===== src/rtl/carrier_sweep_ctrl_pkg.sv =====
// Shared types and constants for the carrier frequency sweep controller.
package carrier_sweep_ctrl_pkg;

  localparam int unsigned FREQ_W = 16;

  typedef enum logic [1:0] {
    IDLE   = 2'd0,
    SETTLE = 2'd1,
    DWELL  = 2'd2,
    NEXT   = 2'd3
  } state_e;

endpackage


===== src/rtl/sweep_next_freq.sv =====
// Next sweep frequency: step toward f_stop by f_inc, clamped at f_stop
// (also catches 16-bit wrap in either direction).
module sweep_next_freq
  import carrier_sweep_ctrl_pkg::*;
(
  input  logic [FREQ_W-1:0] freq,
  input  logic [FREQ_W-1:0] f_start,
  input  logic [FREQ_W-1:0] f_stop,
  input  logic [FREQ_W-1:0] f_inc,
  output logic [FREQ_W-1:0] next_freq_c
);

  logic            up_c;
  logic [FREQ_W:0] sum_c;
  logic [FREQ_W:0] dif_c;

  always_comb begin
    up_c        = (f_stop >= f_start);
    sum_c       = {1'b0, freq} + {1'b0, f_inc};
    dif_c       = {1'b0, freq} - {1'b0, f_inc};
    next_freq_c = f_stop;
    if (up_c) begin
      if (sum_c <= {1'b0, f_stop}) next_freq_c = sum_c[FREQ_W-1:0];
    end else begin
      // dif_c[FREQ_W] set means the subtraction went below zero
      if (!dif_c[FREQ_W] && (dif_c[FREQ_W-1:0] >= f_stop)) next_freq_c = dif_c[FREQ_W-1:0];
    end
  end

endmodule


===== src/rtl/carrier_sweep_ctrl.sv =====
// Carrier frequency sequencer: single loads or stepped sweeps with settle
// time before each step_load strobe and a programmable dwell per frequency.
module carrier_sweep_ctrl
  import carrier_sweep_ctrl_pkg::*;
#(
  parameter int unsigned SETTLE_CYC = 4,
  parameter int unsigned DWELL_W    = 24
) (
  input  logic               clk,
  input  logic               rst,
  input  logic               start,
  input  logic               abort,
  input  logic               mode_sweep,
  input  logic               loop_en,
  input  logic [FREQ_W-1:0]  f_start,
  input  logic [FREQ_W-1:0]  f_stop,
  input  logic [FREQ_W-1:0]  f_inc,
  input  logic [DWELL_W-1:0] dwell,
  output logic [FREQ_W-1:0]  freq,
  output logic               step_load,
  output logic               busy,
  output logic               done
);

  localparam int unsigned SET_W = $clog2(SETTLE_CYC) + 1;
  localparam logic [SET_W-1:0] SET_LAST = SET_W'(SETTLE_CYC - 1);

  state_e              state;
  logic [SET_W-1:0]    settle_cnt;
  logic [DWELL_W-1:0]  dwell_cnt;
  logic [DWELL_W-1:0]  dwell_lat;
  logic [FREQ_W-1:0]   start_lat;
  logic [FREQ_W-1:0]   stop_lat;
  logic [FREQ_W-1:0]   inc_lat;
  logic                single_lat;
  logic                loop_lat;
  logic [FREQ_W-1:0]   next_freq_c;
  logic                start_single_c;

  sweep_next_freq u_next (
    .freq        (freq),
    .f_start     (start_lat),
    .f_stop      (stop_lat),
    .f_inc       (inc_lat),
    .next_freq_c (next_freq_c)
  );

  // A zero increment cannot make progress, so it runs as a single load
  assign start_single_c = !mode_sweep || (f_inc == '0);

  // busy is a pure decode of the state flop
  assign busy = (state != IDLE);

  // Sequencer: the step_load cycle is the first of the dwell_lat dwell cycles
  always_ff @(posedge clk) begin
    if (rst) begin
      state      <= IDLE;
      freq       <= '0;
      step_load  <= 1'b0;
      done       <= 1'b0;
      settle_cnt <= '0;
      dwell_cnt  <= '0;
      dwell_lat  <= '0;
      start_lat  <= '0;
      stop_lat   <= '0;
      inc_lat    <= '0;
      single_lat <= 1'b0;
      loop_lat   <= 1'b0;
    end else begin
      step_load <= 1'b0;
      done      <= 1'b0;
      if (abort) begin
        state      <= IDLE;
        settle_cnt <= '0;
        dwell_cnt  <= '0;
      end else begin
        case (state)
          IDLE: begin
            if (start) begin
              start_lat  <= f_start;
              stop_lat   <= f_stop;
              inc_lat    <= f_inc;
              single_lat <= start_single_c;
              loop_lat   <= loop_en;
              dwell_lat  <= (start_single_c || (dwell == '0)) ? DWELL_W'(1) : dwell;
              freq       <= f_start;
              settle_cnt <= '0;
              state      <= SETTLE;
            end
          end
          SETTLE: begin
            if (settle_cnt == SET_LAST) begin
              step_load  <= 1'b1;
              settle_cnt <= '0;
              dwell_cnt  <= '0;
              state      <= DWELL;
            end else begin
              settle_cnt <= settle_cnt + SET_W'(1);
            end
          end
          DWELL: begin
            if (dwell_cnt == (dwell_lat - DWELL_W'(1))) begin
              dwell_cnt <= '0;
              if (single_lat || ((freq == stop_lat) && !loop_lat)) begin
                done  <= 1'b1;
                state <= IDLE;
              end else if (freq == stop_lat) begin
                freq  <= start_lat;
                state <= SETTLE;
              end else begin
                state <= NEXT;
              end
            end else begin
              dwell_cnt <= dwell_cnt + DWELL_W'(1);
            end
          end
          NEXT: begin
            freq  <= next_freq_c;
            state <= SETTLE;
          end
          default: state <= IDLE;
        endcase
      end
    end
  end

endmodule


===== config.mk =====
export PLATFORM = sky130hd
export DESIGN_NAME = carrier_sweep_ctrl
export DESIGN_NICKNAME = d
export VERILOG_FILES = /design/src/rtl/carrier_sweep_ctrl_pkg.sv /design/src/rtl/sweep_next_freq.sv /design/src/rtl/carrier_sweep_ctrl.sv
export SDC_FILE = /design/constraint.sdc
export NUM_CORES = 1
export LEC_CHECK = 0
export ABC_AREA = 1
export CORE_ASPECT_RATIO = 0.75
export CORE_UTILIZATION = 50
export CTS_CLUSTER_DIAMETER = 200
export CTS_CLUSTER_SIZE = 40
export DETAILED_ROUTE_END_ITERATION = 7
export PLACE_DENSITY = 0.76
export SYNTH_ARGS = -nofsm -noshare
export SYNTH_HDL_FRONTEND = slang
export SYNTH_SLANG_ARGS = --single-unit

===== constraint.sdc =====
create_clock -name clk -period 7.6 [get_ports clk]
set_clock_uncertainty 0.05 [all_clocks]
set_input_delay 1.52 -clock clk [delete_from_list [all_inputs] [get_ports clk]]
set_output_delay 1.52 -clock clk [all_outputs]
set_load 0.01 [all_outputs]

## After elaboration in Yosys (flattened, before gate mapping)

Cells that the tools add are included.
W data, S select, Z words.

| word-level totals | value |
|---|---|
| flip-flop bits (word level) | 121 |
| input bits | 78 |
| output and inout bits | 19 |

| cells by class | value |
|---|---|
| add/sub/neg operators | 5 |
| $lt $le $gt $ge | 3 |
| equality and inequality tests | 11 |
| mux-type cells | 23 |
| bitwise logic cells | 4 |
| reductions and logical operators | 23 |

Operator list:

| kind | number |
|---|---|
| $mux W16 | 7 |
| $mux W24 | 3 |
| $pmux W16 S3 | 1 |
| $pmux W24 S2 | 1 |
| $ge A16 B16 Y1 | 2 |
| $add A24 B1 Y24 const B | 1 |
| $eq A24 B24 Y1 | 1 |
| $logic_not A24 Y1 | 1 |
| $sub A24 B1 Y24 const B | 1 |
| $add A16 B16 Y17 | 1 |
| $le A17 B16 Y1 | 1 |
| $sub A16 B16 Y17 | 1 |
| $eq A16 B16 Y1 | 1 |
| $logic_not A16 Y1 | 1 |
| $mux W2 | 5 |
| $ne A2 B2 Y1 const B | 5 |
| $pmux W2 S4 | 1 |
| $mux W3 | 2 |
| $pmux W3 S2 | 1 |
| $reduce_and A3 Y1 | 2 |
| $reduce_and A6 Y1 | 1 |
| $reduce_bool A2 Y1 | 3 |
| $eq A2 B2 Y1 const B | 2 |
| $not A1 Y1 | 4 |
| other kinds (13) | 20 |

## Logic depth before layout (Yosys ltp)

| depth | value |
|---|---|
| word-level depth | 6 |
| gate-level depth with buffers | 29 |
| depth with buffers taken out | 28 |

## By module

Synthesis repeated with hierarchy kept, for this count alone.

| second synthesis, totals | value |
|---|---|
| cell total of the unflattened synthesis | 1,541 |
| area total of the unflattened synthesis | 9,979.6 µm² |

Modules (own cells, without submodules):

| module | instances | cells an instance | area each (µm²) |
|---|---|---|---|
| carrier_sweep_ctrl | 1 | 957 | 6,459.9 |
| sweep_next_freq | 1 | 584 | 3,519.6 |

## Least setup slack after synthesis

No wires, ideal clock.

| path | value |
|---|---|
| kind | register to register |
| start point | register freq[0] |
| end point | register freq[15] |
| setup time | 70 ps |
| arrival | 3,440 ps |
| required time | 7,480 ps |
| path slack | 4,040 ps |
| stages on the path, launching flop included | 23 |
| path buffers | 1 |
| clock period less this slack | 3,560 ps |
| path through | dfxtp_1 inv_1 ha_1 fa_1 inv_1 nand3_1 nand2_1 a21boi_0 o21ai_0 a21oi_1 xor2_1 ha_1 nand2_1 nor3_1 nand3_1 nand3_1 nand2_1 inv_2 buf_2 nand2_1 nand3_1 nand3_1 a21oi_1 |

| on the way | value |
|---|---|
| longest elaborated chain between the ends | 6 |
| elaborated cells on any way between the ends | 16 |
| classes of those cells | 2 x add/sub; 2 x order compare; 3 x eq/ne; 4 x mux; 5 x reduce/logical |

RTL lines:

| what | RTL line | RTL |
|---|---|---|
| start: declaration | carrier_sweep_ctrl.sv:19 | `output logic [FREQ_W-1:0] freq,` |
| start signal: assignment | carrier_sweep_ctrl.sv:86 | `freq <= f_start;` |
| start signal: assignment | carrier_sweep_ctrl.sv:108 | `freq <= start_lat;` |
| start signal: assignment | carrier_sweep_ctrl.sv:118 | `freq <= next_freq_c;` |
| $sub A16 B16 Y17 | sweep_next_freq.sv:20 | `dif_c = {1'b0, freq} - {1'b0, f_inc};` |
| $ge A16 B16 Y1 / $logic_not A1 Y1 (equally long branches) | sweep_next_freq.sv:26 | `if (!dif_c[FREQ_W] && (dif_c[FREQ_W-1:0] >= f_stop)) next_freq_c = dif_c[FREQ_W-1:0];` |
| $logic_and A1 B1 Y1 | sweep_next_freq.sv:26 |  |
| $mux W16 | sweep_next_freq.sv:26 |  |
| $mux W16 | sweep_next_freq.sv:22 | `if (up_c) begin` |
| $pmux W16 S3 | carrier_sweep_ctrl.sv:77 | `case (state)` |

Parallel ways exist; a longest one is shown, timed or not.
A chain may end at the register's enable or synchronous reset.

## Final worst setup path

| path | value |
|---|---|
| start point | register freq[0] |
| end point | register freq[11] |

The elaborated chain is that of the path after synthesis.

==> impl_metrics.ini <==
[status]
status = completed

[cts]
clk_latency_ns = 0.43
postCtsSetupRepairBufs = 0
cts-htree-levels = 4
clk_pin_slew_ns = 0.06
ctsHoldBuffers = 0
cts.sinks = 121
cts_buffer_depth = 2
numCtsBuffers = 17
cts.repair.resized = 0
cts-root-buf = clkbuf_16
cts_tree = yes

[finish]
area_growth_pct = 18.1
drive_gt1_share_pct = 5.15
nNetsFinal = 1689
n_antenna_cell = 0

[sta]
hold_violations = 0
min_period_ns = 4.50
fin_setup_tns_ns = 0
rsz0062_at_grt = no
slew_viol_final = 0
max-slew-margin-rel_pct = 23.2
finalCritPeriodShare_pct = 59.2
timing.fmax_mhz = 222
worst_pin_slew_ns = 1.15
setup_viol_count_final = 0
layout_setup_ws_ns = 3.10

[setup_path]
worstSetupPathType = flip-flop to flip-flop
worstPathRequired_ns = 7.91
startpoint_type = flip-flop
reg2reg_slack_ns = 3.10
r2r_start = freq[0]$_SDFFE_PP0P_
ff2ff_path_depth = 21
worstPathArrival_ns = 4.81
timing.rr.end = freq[11]$_SDFFE_PP0P_
crit_fanout = 19
end_kind = flip-flop

[route]
drtIter0Drc = 1143
via_per_inst = 5.43
wire_per_inst_um = 15.6
wl_met1_um = 14100
drt_wl_total_um = 27700
ant_nets = 0
drt_first_pass_iters = 5
wl_met3_um = 2830
met2_length_um = 10500
drcViolationCount = 0
highest_layer = met4
vias = 9672

[synth]
synth_xor_area_share_pct = 6.73
synth.area.mux_share_pct = 0
synth_common_cells = 295 x nand2_1, 202 x inv_1, 139 x a21oi_1
synth_edf_count = 0
syn_area_um2 = 9510
yosys.area.top_type_share_pct = 25.5
ys_ff_latch = 121
synth_top_flop_cell = dfxtp_1
ys_async_sr_fraction_pct = 0
synthSimpleGateAreaFrac_pct = 29.8
synth_area_leaders = dfxtp_1 25%, nand2_1 12%, ha_1 12%
yosysMostFrequentCell = nand2_1
synth-compound-area-share_pct = 15.3
synth_top_family_by_area = simple AND/OR/NAND/NOR gates
synth_cell_types = 46
synth.avg_cell_area_um2 = 6.55
ys_seq_area_share_pct = 25.5
synth_fp_nets = 1619
syn_inst = 1451
synth_area_leader_cell = dfxtp_1
yosys_warnings = 0
synthAdderAreaFrac_pct = 12.0

[floorplanning]
num_rows = 43
pin_count = 97
die_height_um = 121
die_w_um = 161
coreArea_um2 = 18600
start_util_pct = 51.2
dieArea_um2 = 19600

[global_route]
grt_pass1_wl_um = 43700
grt_antenna_before_repair = 0
grt_pass1_vias = 8411
grt-ovfl-total = 0
grt_max_degree = 66
grt.total_usage_pct = 28.6

[placement]
dp_slack_ns = 3.25
dp_hpwl_um = 21100
io_buffers = 96
place_congestion = 0.959

[hold_path]
min_to = step_load$_SDFF_PP0_
hp-start = settle_cnt[2]$_SDFFE_PP0P_
worstHoldPathCells = 1
hold_path_class = flip-flop to flip-flop

[run]
drv_cap = 0

[power_and_ir_drop]
power.leakage_nw = 5.12
powerDensity_nw_per_um2 = 235
irDropWorstVdd_v = 0.000155
## cell type report
class,count,area [µm²]
Multi-Input combinational cell,1072,6070
Clock buffer,25,515
Tap cell,247,309
Clock inverter,6,134
Sequential cell,121,2420
Fill cell,1728,7340
Inverter,209,785
Timing Repair Buffer,100,991
## per-layer routing
metal / GRT usage (%) / vias up
met2: 38.6 / 439
met4: 6.43 / 0
li1: - / 4876
met3: 6.29 / 23
met1: 44.8 / 4334
met5: 0 / -
## worst max-delay path: stages (launching register included)
cell and delay, ns:
dfxtp_1 0.42, inv_1 0.10, ha_1 0.26, fa_1 0.41, inv_1 0.07, nand3_1 0.06, nand2_1 0.13, a21boi_0 0.13
o21ai_0 0.33, a21oi_1 0.14, xor2_1 0.20, ha_1 0.29, nand2_1 0.05, nor3_1 0.25, nand3_1 0.11, nand3_1 0.10
nand2_1 0.45, inv_2 0.42, nand2_1 0.12, nand3_1 0.08, nand3_1 0.09, a21oi_1 0.16
## stage by stage
| step | instances | util (%) | instance area, µm² | power, mW | hold WS, ns |
|---|---|---|---|---|---|
| after floorplan | 1451 | - | 9510 | 1.44 | 0.372 |
| after global placement | 1749 | 57.0 | 10600 | 1.69 | 0.393 |
| after detailed placement | 1749 | 57.0 | 10600 | 1.71 | 0.399 |
| after CTS | 1780 | 60.5 | 11200 | 2.61 | 0.408 |
| after global routing | 1780 | 60.5 | 11200 | 2.81 | 0.422 |
| final | 1780 | 60.5 | 11200 | 2.64 | 0.410 |
## layout by cell type, fill, tap and decap left out, types with 7 or more instances in the layout
cell	Yosys	final
nor3_1	19	19
inv_1	202	202
o21ai_0	84	84
o22ai_1	25	25
dfxtp_1	121	121
clkdlybuf4s50_1	0	96
xnor2_1	20	20
nand4_1	18	18
nor4_1	12	12
ha_1	88	88
a21oi_1	139	139
nand2_1	295	295
clkbuf_16	0	17
xor2_1	53	53
nand2_2	17	17
inv_2	6	7
nor2_1	128	127
nand3b_1	7	7
nand3_1	113	113
nor2_2	7	8
## flip-flops by register name, indices dropped and copies added (netlist names)
| name | count |
|---|---|
| settle_cnt | 3 |
| single_lat | 1 |
| freq | 16 |
| dwell_cnt | 24 |
| start_lat | 16 |
| stop_lat | 16 |
| state | 2 |
| dwell_lat | 24 |
| inc_lat | 16 |
| step_load | 1 |
| loop_lat | 1 |
| done | 1 |
## logic make-up after synthesis
kind of cell,Yosys count
AOI/OAI and AO/OA,270
DFF,121
and+or+nand+nor,639
xor gates and xnor gates,73
buffers and inverters,258
adders and majority gates,90
## how the worst max path moves through the flow
stage,from,endpoint,cells past startpoint
4_1_cts,freq[0]$_SDFFE_PP0P_,freq[11]$_SDFFE_PP0P_,21
3_5_place_dp,freq[0]$_SDFFE_PP0P_,freq[9]$_SDFFE_PP0P_,21
3_3_place_gp,freq[0]$_SDFFE_PP0P_,freq[12]$_SDFFE_PP0P_,21
2_1_floorplan,freq[0]$_SDFFE_PP0P_,freq[15]$_SDFFE_PP0P_,22
5_1_grt,freq[0]$_SDFFE_PP0P_,freq[2]$_SDFFE_PP0P_,21
6_report,freq[0]$_SDFFE_PP0P_,freq[11]$_SDFFE_PP0P_,21
## report_power, final
part	total [mW]	switching [mW]	internal, mW
Combinational	1.00	0.642	0.362
Clock	0.908	0.307	0.600
Sequential	0.727	0.0552	0.672
Power figures use the tool's default switching activity.
